$ cat config.mk
export PLATFORM = sky130hd
export DESIGN_NAME = lif_scheduler
export DESIGN_NICKNAME = d
export VERILOG_FILES = /design/src/rtl/lif_pkg.sv /design/src/rtl/lif_update.sv /design/src/rtl/lif_scheduler.sv
export SDC_FILE = /design/constraint.sdc
export NUM_CORES = 1
export LEC_CHECK = 0
export CORE_UTILIZATION = 45
export CTS_CLUSTER_DIAMETER = 30
export CTS_CLUSTER_SIZE = 8
export DETAILED_ROUTE_END_ITERATION = 12
export DONT_BUFFER_PORTS = 1
export GPL_ROUTABILITY_DRIVEN = 0
export PLACE_DENSITY = 0.69
export SLEW_MARGIN = 10
export SYNTH_ARGS = -nofsm -noshare
export SYNTH_HDL_FRONTEND = slang
export SYNTH_SLANG_ARGS = --single-unit
$ cat constraint.sdc
create_clock -name clk -period 7.4 [get_ports clk]
set_input_delay 1.11 -clock clk [delete_from_list [all_inputs] [get_ports clk]]
set_output_delay 1.11 -clock clk [all_outputs]
set_load 0.01 [all_outputs]
$ cat src/rtl/lif_pkg.sv
// Shared constants, config addresses and FSM encoding for the LIF neuron scheduler.
// The optional refractory feature is enabled with LIF_SCHED_REFRACTORY_EN.
package lif_pkg;

   localparam int LIF_W          = 8;
   localparam int THRESH_DEFAULT = 200;
   localparam int LEAK_DEFAULT   = 1;
   localparam int RESETV_DEFAULT = 0;
   localparam int REFRAC_DEFAULT = 2;

   localparam logic [1:0] CFG_THRESH = 2'd0;
   localparam logic [1:0] CFG_LEAK   = 2'd1;
   localparam logic [1:0] CFG_RESETV = 2'd2;
   localparam logic [1:0] CFG_REFRAC = 2'd3;

   typedef enum logic [1:0] {
      ST_IDLE  = 2'd0,
      ST_SWEEP = 2'd1,
      ST_DONE  = 2'd2
   } lif_state_e;

endpackage

$ cat src/rtl/lif_update.sv
// Combinational leaky integrate-and-fire step for one neuron: leak, integrate,
// saturate to the membrane width, compare against threshold, reset on fire.
module lif_update import lif_pkg::*; #(
   parameter int W = LIF_W
) (
   input  logic [W-1:0] state_i,
   input  logic [W-1:0] cur_i,
   input  logic [W-1:0] leak_shift_i,
   input  logic [W-1:0] thresh_i,
   input  logic [W-1:0] reset_v_i,
   output logic [W-1:0] next_state_o,
   output logic         fire_o
);

   logic [W-1:0] leak_s;
   logic [W:0]   sum_s;
   logic [W-1:0] sat_s;

   // leak never exceeds the state, so the W+1 bit sum cannot underflow
   always_comb begin
      leak_s       = {W{1'b0}};
      sum_s        = {(W+1){1'b0}};
      sat_s        = {W{1'b0}};
      fire_o       = 1'b0;
      next_state_o = {W{1'b0}};
      if (leak_shift_i == {W{1'b0}}) begin
         leak_s = {W{1'b0}};
      end else begin
         leak_s = state_i >> leak_shift_i;
      end
      sum_s = {1'b0, state_i} - {1'b0, leak_s} + {1'b0, cur_i};
      if (sum_s[W]) begin
         sat_s = {W{1'b1}};
      end else begin
         sat_s = sum_s[W-1:0];
      end
      fire_o = (sat_s >= thresh_i);
      if (fire_o) begin
         next_state_o = reset_v_i;
      end else begin
         next_state_o = sat_s;
      end
   end

endmodule

$ cat src/rtl/lif_scheduler.sv
// Time-multiplexed LIF scheduler: one neuron update per cycle per timestep tick,
// spikes leave through a one-entry valid/ready port. Macro LIF_SCHED_REFRACTORY_EN.
module lif_scheduler import lif_pkg::*; #(
   parameter int N_NEURONS = 8,
   parameter int W         = LIF_W,
   parameter int IDX_W     = $clog2(N_NEURONS)
) (
   input  logic             clk,
   input  logic             reset_n,
   input  logic             tick_i,
   output logic [IDX_W-1:0] cur_idx_o,
   input  logic [W-1:0]     cur_i,
   input  logic             cfg_we_i,
   input  logic [1:0]       cfg_addr_i,
   input  logic [W-1:0]     cfg_data_i,
   output logic             spike_valid_o,
   output logic [IDX_W-1:0] spike_idx_o,
   input  logic             spike_ready_i,
   output logic             busy_o,
   output logic             done_o,
   output logic             overrun_o
);

   lif_state_e       fsm_q, fsm_d;
   logic [IDX_W-1:0] idx_q, idx_d;
   logic [W-1:0]     mem_q [N_NEURONS];
   logic [W-1:0]     thresh_q, leak_q, resetv_q;
   logic             spike_valid_q, spike_valid_d;
   logic [IDX_W-1:0] spike_idx_q, spike_idx_d;
   logic             overrun_q, overrun_d;

   logic [W-1:0]     upd_next_s;
   logic             upd_fire_s, in_refrac_s, fire_s, stall_s, commit_s, last_s;

   lif_update #(.W(W)) u_update (
      .state_i      (mem_q[idx_q]),
      .cur_i        (cur_i),
      .leak_shift_i (leak_q),
      .thresh_i     (thresh_q),
      .reset_v_i    (resetv_q),
      .next_state_o (upd_next_s),
      .fire_o       (upd_fire_s)
   );

`ifdef LIF_SCHED_REFRACTORY_EN
   logic [3:0] refrac_q;
   logic [3:0] cnt_q [N_NEURONS];
   assign in_refrac_s = (cnt_q[idx_q] != 4'd0);
`else
   assign in_refrac_s = 1'b0;
`endif

   // a fire that cannot hand its spike over freezes the sweep on this neuron
   assign fire_s   = upd_fire_s & ~in_refrac_s;
   assign stall_s  = (fsm_q == ST_SWEEP) & fire_s & spike_valid_q & ~spike_ready_i;
   assign commit_s = (fsm_q == ST_SWEEP) & ~stall_s;
   assign last_s   = (idx_q == IDX_W'(N_NEURONS - 1));

   always_comb begin
      fsm_d     = fsm_q;
      idx_d     = idx_q;
      overrun_d = overrun_q;
      case (fsm_q)
         ST_IDLE: begin
            if (tick_i) begin
               fsm_d = ST_SWEEP;
               idx_d = {IDX_W{1'b0}};
            end else begin
               fsm_d = ST_IDLE;
            end
         end
         ST_SWEEP: begin
            if (commit_s && last_s) begin
               fsm_d = ST_DONE;
               idx_d = {IDX_W{1'b0}};
            end else if (commit_s) begin
               idx_d = idx_q + IDX_W'(1);
            end else begin
               idx_d = idx_q;
            end
         end
         ST_DONE: begin
            fsm_d = ST_IDLE;
         end
         default: begin
            fsm_d = ST_IDLE;
            idx_d = {IDX_W{1'b0}};
         end
      endcase
      if (tick_i && (fsm_q != ST_IDLE)) begin
         overrun_d = 1'b1;
      end else begin
         overrun_d = overrun_q;
      end
   end

   // loading a new spike takes priority; it also covers same-cycle accept + load
   always_comb begin
      spike_valid_d = spike_valid_q;
      spike_idx_d   = spike_idx_q;
      if (commit_s && fire_s) begin
         spike_valid_d = 1'b1;
         spike_idx_d   = idx_q;
      end else if (spike_valid_q && spike_ready_i) begin
         spike_valid_d = 1'b0;
      end else begin
         spike_valid_d = spike_valid_q;
      end
   end

   always_ff @(posedge clk) begin
      if (!reset_n) begin
         fsm_q         <= ST_IDLE;
         idx_q         <= {IDX_W{1'b0}};
         spike_valid_q <= 1'b0;
         spike_idx_q   <= {IDX_W{1'b0}};
         overrun_q     <= 1'b0;
      end else begin
         fsm_q         <= fsm_d;
         idx_q         <= idx_d;
         spike_valid_q <= spike_valid_d;
         spike_idx_q   <= spike_idx_d;
         overrun_q     <= overrun_d;
      end
   end

   always_ff @(posedge clk) begin
      if (!reset_n) begin
         for (int i = 0; i < N_NEURONS; i++) begin
            mem_q[i] <= {W{1'b0}};
         end
      end else if (commit_s && !in_refrac_s) begin
         mem_q[idx_q] <= upd_next_s;
      end
   end

   // configuration is only writable between sweeps
   always_ff @(posedge clk) begin
      if (!reset_n) begin
         thresh_q <= W'(THRESH_DEFAULT);
         leak_q   <= W'(LEAK_DEFAULT);
         resetv_q <= W'(RESETV_DEFAULT);
`ifdef LIF_SCHED_REFRACTORY_EN
         refrac_q <= 4'(REFRAC_DEFAULT);
`endif
      end else if (cfg_we_i && (fsm_q == ST_IDLE)) begin
         case (cfg_addr_i)
            CFG_THRESH: thresh_q <= cfg_data_i;
            CFG_LEAK:   leak_q   <= cfg_data_i;
            CFG_RESETV: resetv_q <= cfg_data_i;
`ifdef LIF_SCHED_REFRACTORY_EN
            CFG_REFRAC: refrac_q <= cfg_data_i[3:0];
`endif
            default: ;
         endcase
      end
   end

`ifdef LIF_SCHED_REFRACTORY_EN
   always_ff @(posedge clk) begin
      if (!reset_n) begin
         for (int i = 0; i < N_NEURONS; i++) begin
            cnt_q[i] <= 4'd0;
         end
      end else if (commit_s && in_refrac_s) begin
         cnt_q[idx_q] <= cnt_q[idx_q] - 4'd1;
      end else if (commit_s && fire_s) begin
         cnt_q[idx_q] <= refrac_q;
      end
   end
`endif

   assign cur_idx_o     = idx_q;
   assign spike_valid_o = spike_valid_q;
   assign spike_idx_o   = spike_idx_q;
   assign busy_o        = (fsm_q != ST_IDLE);
   assign done_o        = (fsm_q == ST_DONE);
   assign overrun_o     = overrun_q;

endmodule

==> impl_metrics.json <==
{
  "status": "complete, but fails checks",
  "violations": "design-rule violations",
  "vdd_drop_max_v": 0.0004658,
  "ys_ff_latch": 101,
  "antenna_found_initial": 0,
  "final_nets": 522,
  "max_stage_delay_ns": 0.55,
  "regToRegEndpoint": "mem_q[3][2]",
  "ctsHoldBuffers": 0,
  "rows": 39,
  "final_antenna_net_count": 0,
  "crit_path_end": "mem_q[3][2]",
  "clockBufferDepth": 2,
  "track_usage_pct": 21.34,
  "synth_edf_count": 64,
  "setup_viol": 0,
  "tightest_slew_ns": 0.7396,
  "finalSetupTns_ns": 0,
  "end_kind": "flop",
  "grt_pass1_vias": 3506,
  "grt_pass1_wl_um": 19860,
  "post_cts_buffers": 0,
  "coreArea_um2": 11610,
  "synth_commonest_cells": "75 x nor2_1, 64 x edfxtp_1, 37 x dfxtp_1",
  "finalHoldViolCount": 0,
  "crit_required_ns": 7.42,
  "hold_path.class": "reg -> reg",
  "fin_total_pwr_mw": 2.890,
  "fin_crit_sh_pct": 92.50,
  "clock_skew_ns": 0.007392,
  "path_cells": "buf_4 > mux4_2 > mux2i_1 > o22ai_1 > a21oi_1 > o21ai_0 > ha_1 > inv_1 > ha_1 > inv_1 > fa_1 > nor2b_1 > o2111a_1 > o31ai_2 > nor3_1 > nor2_1 > ha_1 > nand2b_4 > a2111o_1 > a221oi_4 > o211a_4 > nand4b_2 > nand2_1",
  "cts_tree": "yes",
  "ys_top_cells_by_area": "edfxtp_1 35%, dfxtp_1 14%, mux2i_1 6.6%, mux4_2 6.6%, nor2_1 5.2%",
  "drt-wirelength-per-cell_um": 20.56,
  "drive_above_1_share_pct": 14.05,
  "power_leakage_nw": 2.334,
  "critPathArrivalTime_ns": 6.86,
  "crit_fanout": 12,
  "synth_warnings": 0,
  "syn_area_um2": 5441,
  "first_iter_violations": 381,
  "antenna_cells": 0,
  "die_w_um": 112.0,
  "rr_worst_depth": 23,
  "dieArea_um2": 12540,
  "start_util_pct": 46.85,
  "ys_async_sr_fraction_pct": 0,
  "synth_top_area_share_pct": 35.32,
  "drc": 1,
  "portBuffers": 0,
  "r2r_slack_ns": 0.55,
  "maxSlewHeadroom_pct": 50.63,
  "yosysMostFrequentCell": "nor2_1",
  "min_period_ns": 6.845,
  "clkTransAtPathRegs_ns": 0.07,
  "hpwl_um": 9490,
  "n_fill_cell": 998,
  "synth_seq_area_share_pct": 48.93,
  "ys_types": 64,
  "h-tree-depth": 3,
  "routed_wl_um": 12750,
  "cap_violations": 0,
  "slowest_stage": "dfxtp_1",
  "synth-main-ff-cell": "edfxtp_1",
  "insertion_delay_ns": 0.35,
  "vias": 3710,
  "final-max-slew-violation-count": 0,
  "critPathLaunchType": "flop",
  "yosys.area.top_type": "edfxtp_1",
  "worstSetupPathType": "reg -> reg",
  "cts_buffers": 9,
  "grt_max_degree": 41,
  "first_pass_iters": 9,
  "grt_overflow": 0,
  "max_clock_freq_mhz": 146.1,
  "die_y_um": 112.0,
  "synth_area_per_cell_um2": 11.75,
  "p_per_area_nw_per_um2": 488.2,
  "cts_root_buffer": "clkbuf_16",
  "synth_fp_nets": 513,
  "io_pins": 33,
  "clock_sinks": 101,
  "routed_via_density": 5.984,
  "cts_resized": 0,
  "area_growth_pct": 8.784,
  "syn-instance-count": 463,
  "path_common_cell": "ha_1",
  "rsz0062_at_grt": "false"
}
[sequential cells by signal (all words and copies together), names as in the netlist, named ones only]
| name | flops |
|---|---|
| resetv_q | 8 |
| spike_valid_o | 1 |
| cur_idx_o | 3 |
| thresh_q | 8 |
| fsm_q | 2 |
| leak_q | 8 |
| spike_idx_o | 3 |
| mem_q | 64 |
| overrun_o | 1 |
[placed cells by master, fill, tap and decap left out, drive strengths merged, types with 3 or more instances in the layout]
master    instances
fa                8
nand3             5
nand2            23
o211ai            4
o21ai             8
nor2b            30
ha               19
nand2b            7
inv              29
buf              14
nand4             3
a221o             3
nor3              8
nor2             75
mux4             16
and2              5
mux2i            36
nand4b            4
dfxtp            37
a21oi            11
o32ai             4
nor3b             4
clkbuf           11
edfxtp           64
o21a              6
a22o              3
clkinvlp          3
o31ai             5
[cells by family (layout without fill, tap and decap cells)]
group / Yosys count / count (layout) / synth area share, %
AND/OR/NAND/NOR: 175 / 175 / 17.27
multiplexers: 54 / 54 / 13.66
XOR/XNOR: 1 / 1 / 0.1610
buffers and inverters: 45 / 59 / 3.886
flip-flops: 101 / 101 / 48.93
other: 1 / 1 / 0.06892
AO/OA/AOI/OAI: 59 / 59 / 8.715
adder cells (fa/ha/maj): 27 / 27 / 7.312
[routing by layer]
layer,vias up,track usage [%],routed length [µm]
li1,1702,-,-
met1,1808,30.24,5546
met2,181,32.55,5954
met3,19,4.246,1040
met4,0,7.822,206
met5,-,0,0
[how the worst min path moves through the flow]
stage | cells after the start | slack [ns] | end | from
floorplan | 1 | 0.44 | fsm_q[0] | fsm_q[1]
global placement | 1 | 0.47 | fsm_q[0] | fsm_q[1]
detailed placement | 1 | 0.47 | fsm_q[0] | fsm_q[1]
CTS | 1 | 0.47 | fsm_q[0] | fsm_q[1]
global route | 1 | 0.52 | fsm_q[0] | fsm_q[1]
finish | 1 | 0.48 | fsm_q[0] | fsm_q[1]
[per-stage QoR]
step                      util [%]  setup WS [ns]  area, µm²  hold slack, ns  instances
after floorplan                  -         0.7126       5441          0.4408        463
after global placement       48.42         0.6527       5623          0.4713        604
after detailed placement     48.42         0.4389       5623          0.4709        604
after CTS                    50.95         0.4031       5917          0.4742        620
after global routing         50.97        0.06973       5919          0.5209        620
final                        50.97         0.5550       5919          0.4838        620
[power by group]
part | internal [mW] | switching, mW
clock | 0.263 | 0.200
sequential | 0.642 | 0.0278
combinational | 0.650 | 1.11
total | 1.56 | 1.33
[layout make-up]
cell class                      count  area, µm²  area share, %
Multi-Input combinational cell    317       2567          43.37
Tap cell                          143      178.9          3.023
Clock inverter                      5      61.31          1.036
Sequential cell                   101       2665          45.02
Inverter                           29      108.9          1.839
Clock buffer                       11      232.7          3.932
Timing Repair Buffer               14      105.1          1.776
[critical path, delay by kind of cell, from the launching register on]
kind / cells / cell delay (ns)
compound gates: 8 / 2.03
simple gates: 6 / 1.57
fa+ha+maj: 4 / 1.13
buf+inv: 3 / 0.35
flops: 1 / 0.55
mux: 2 / 0.86
(Power assumes the default switching activity.)
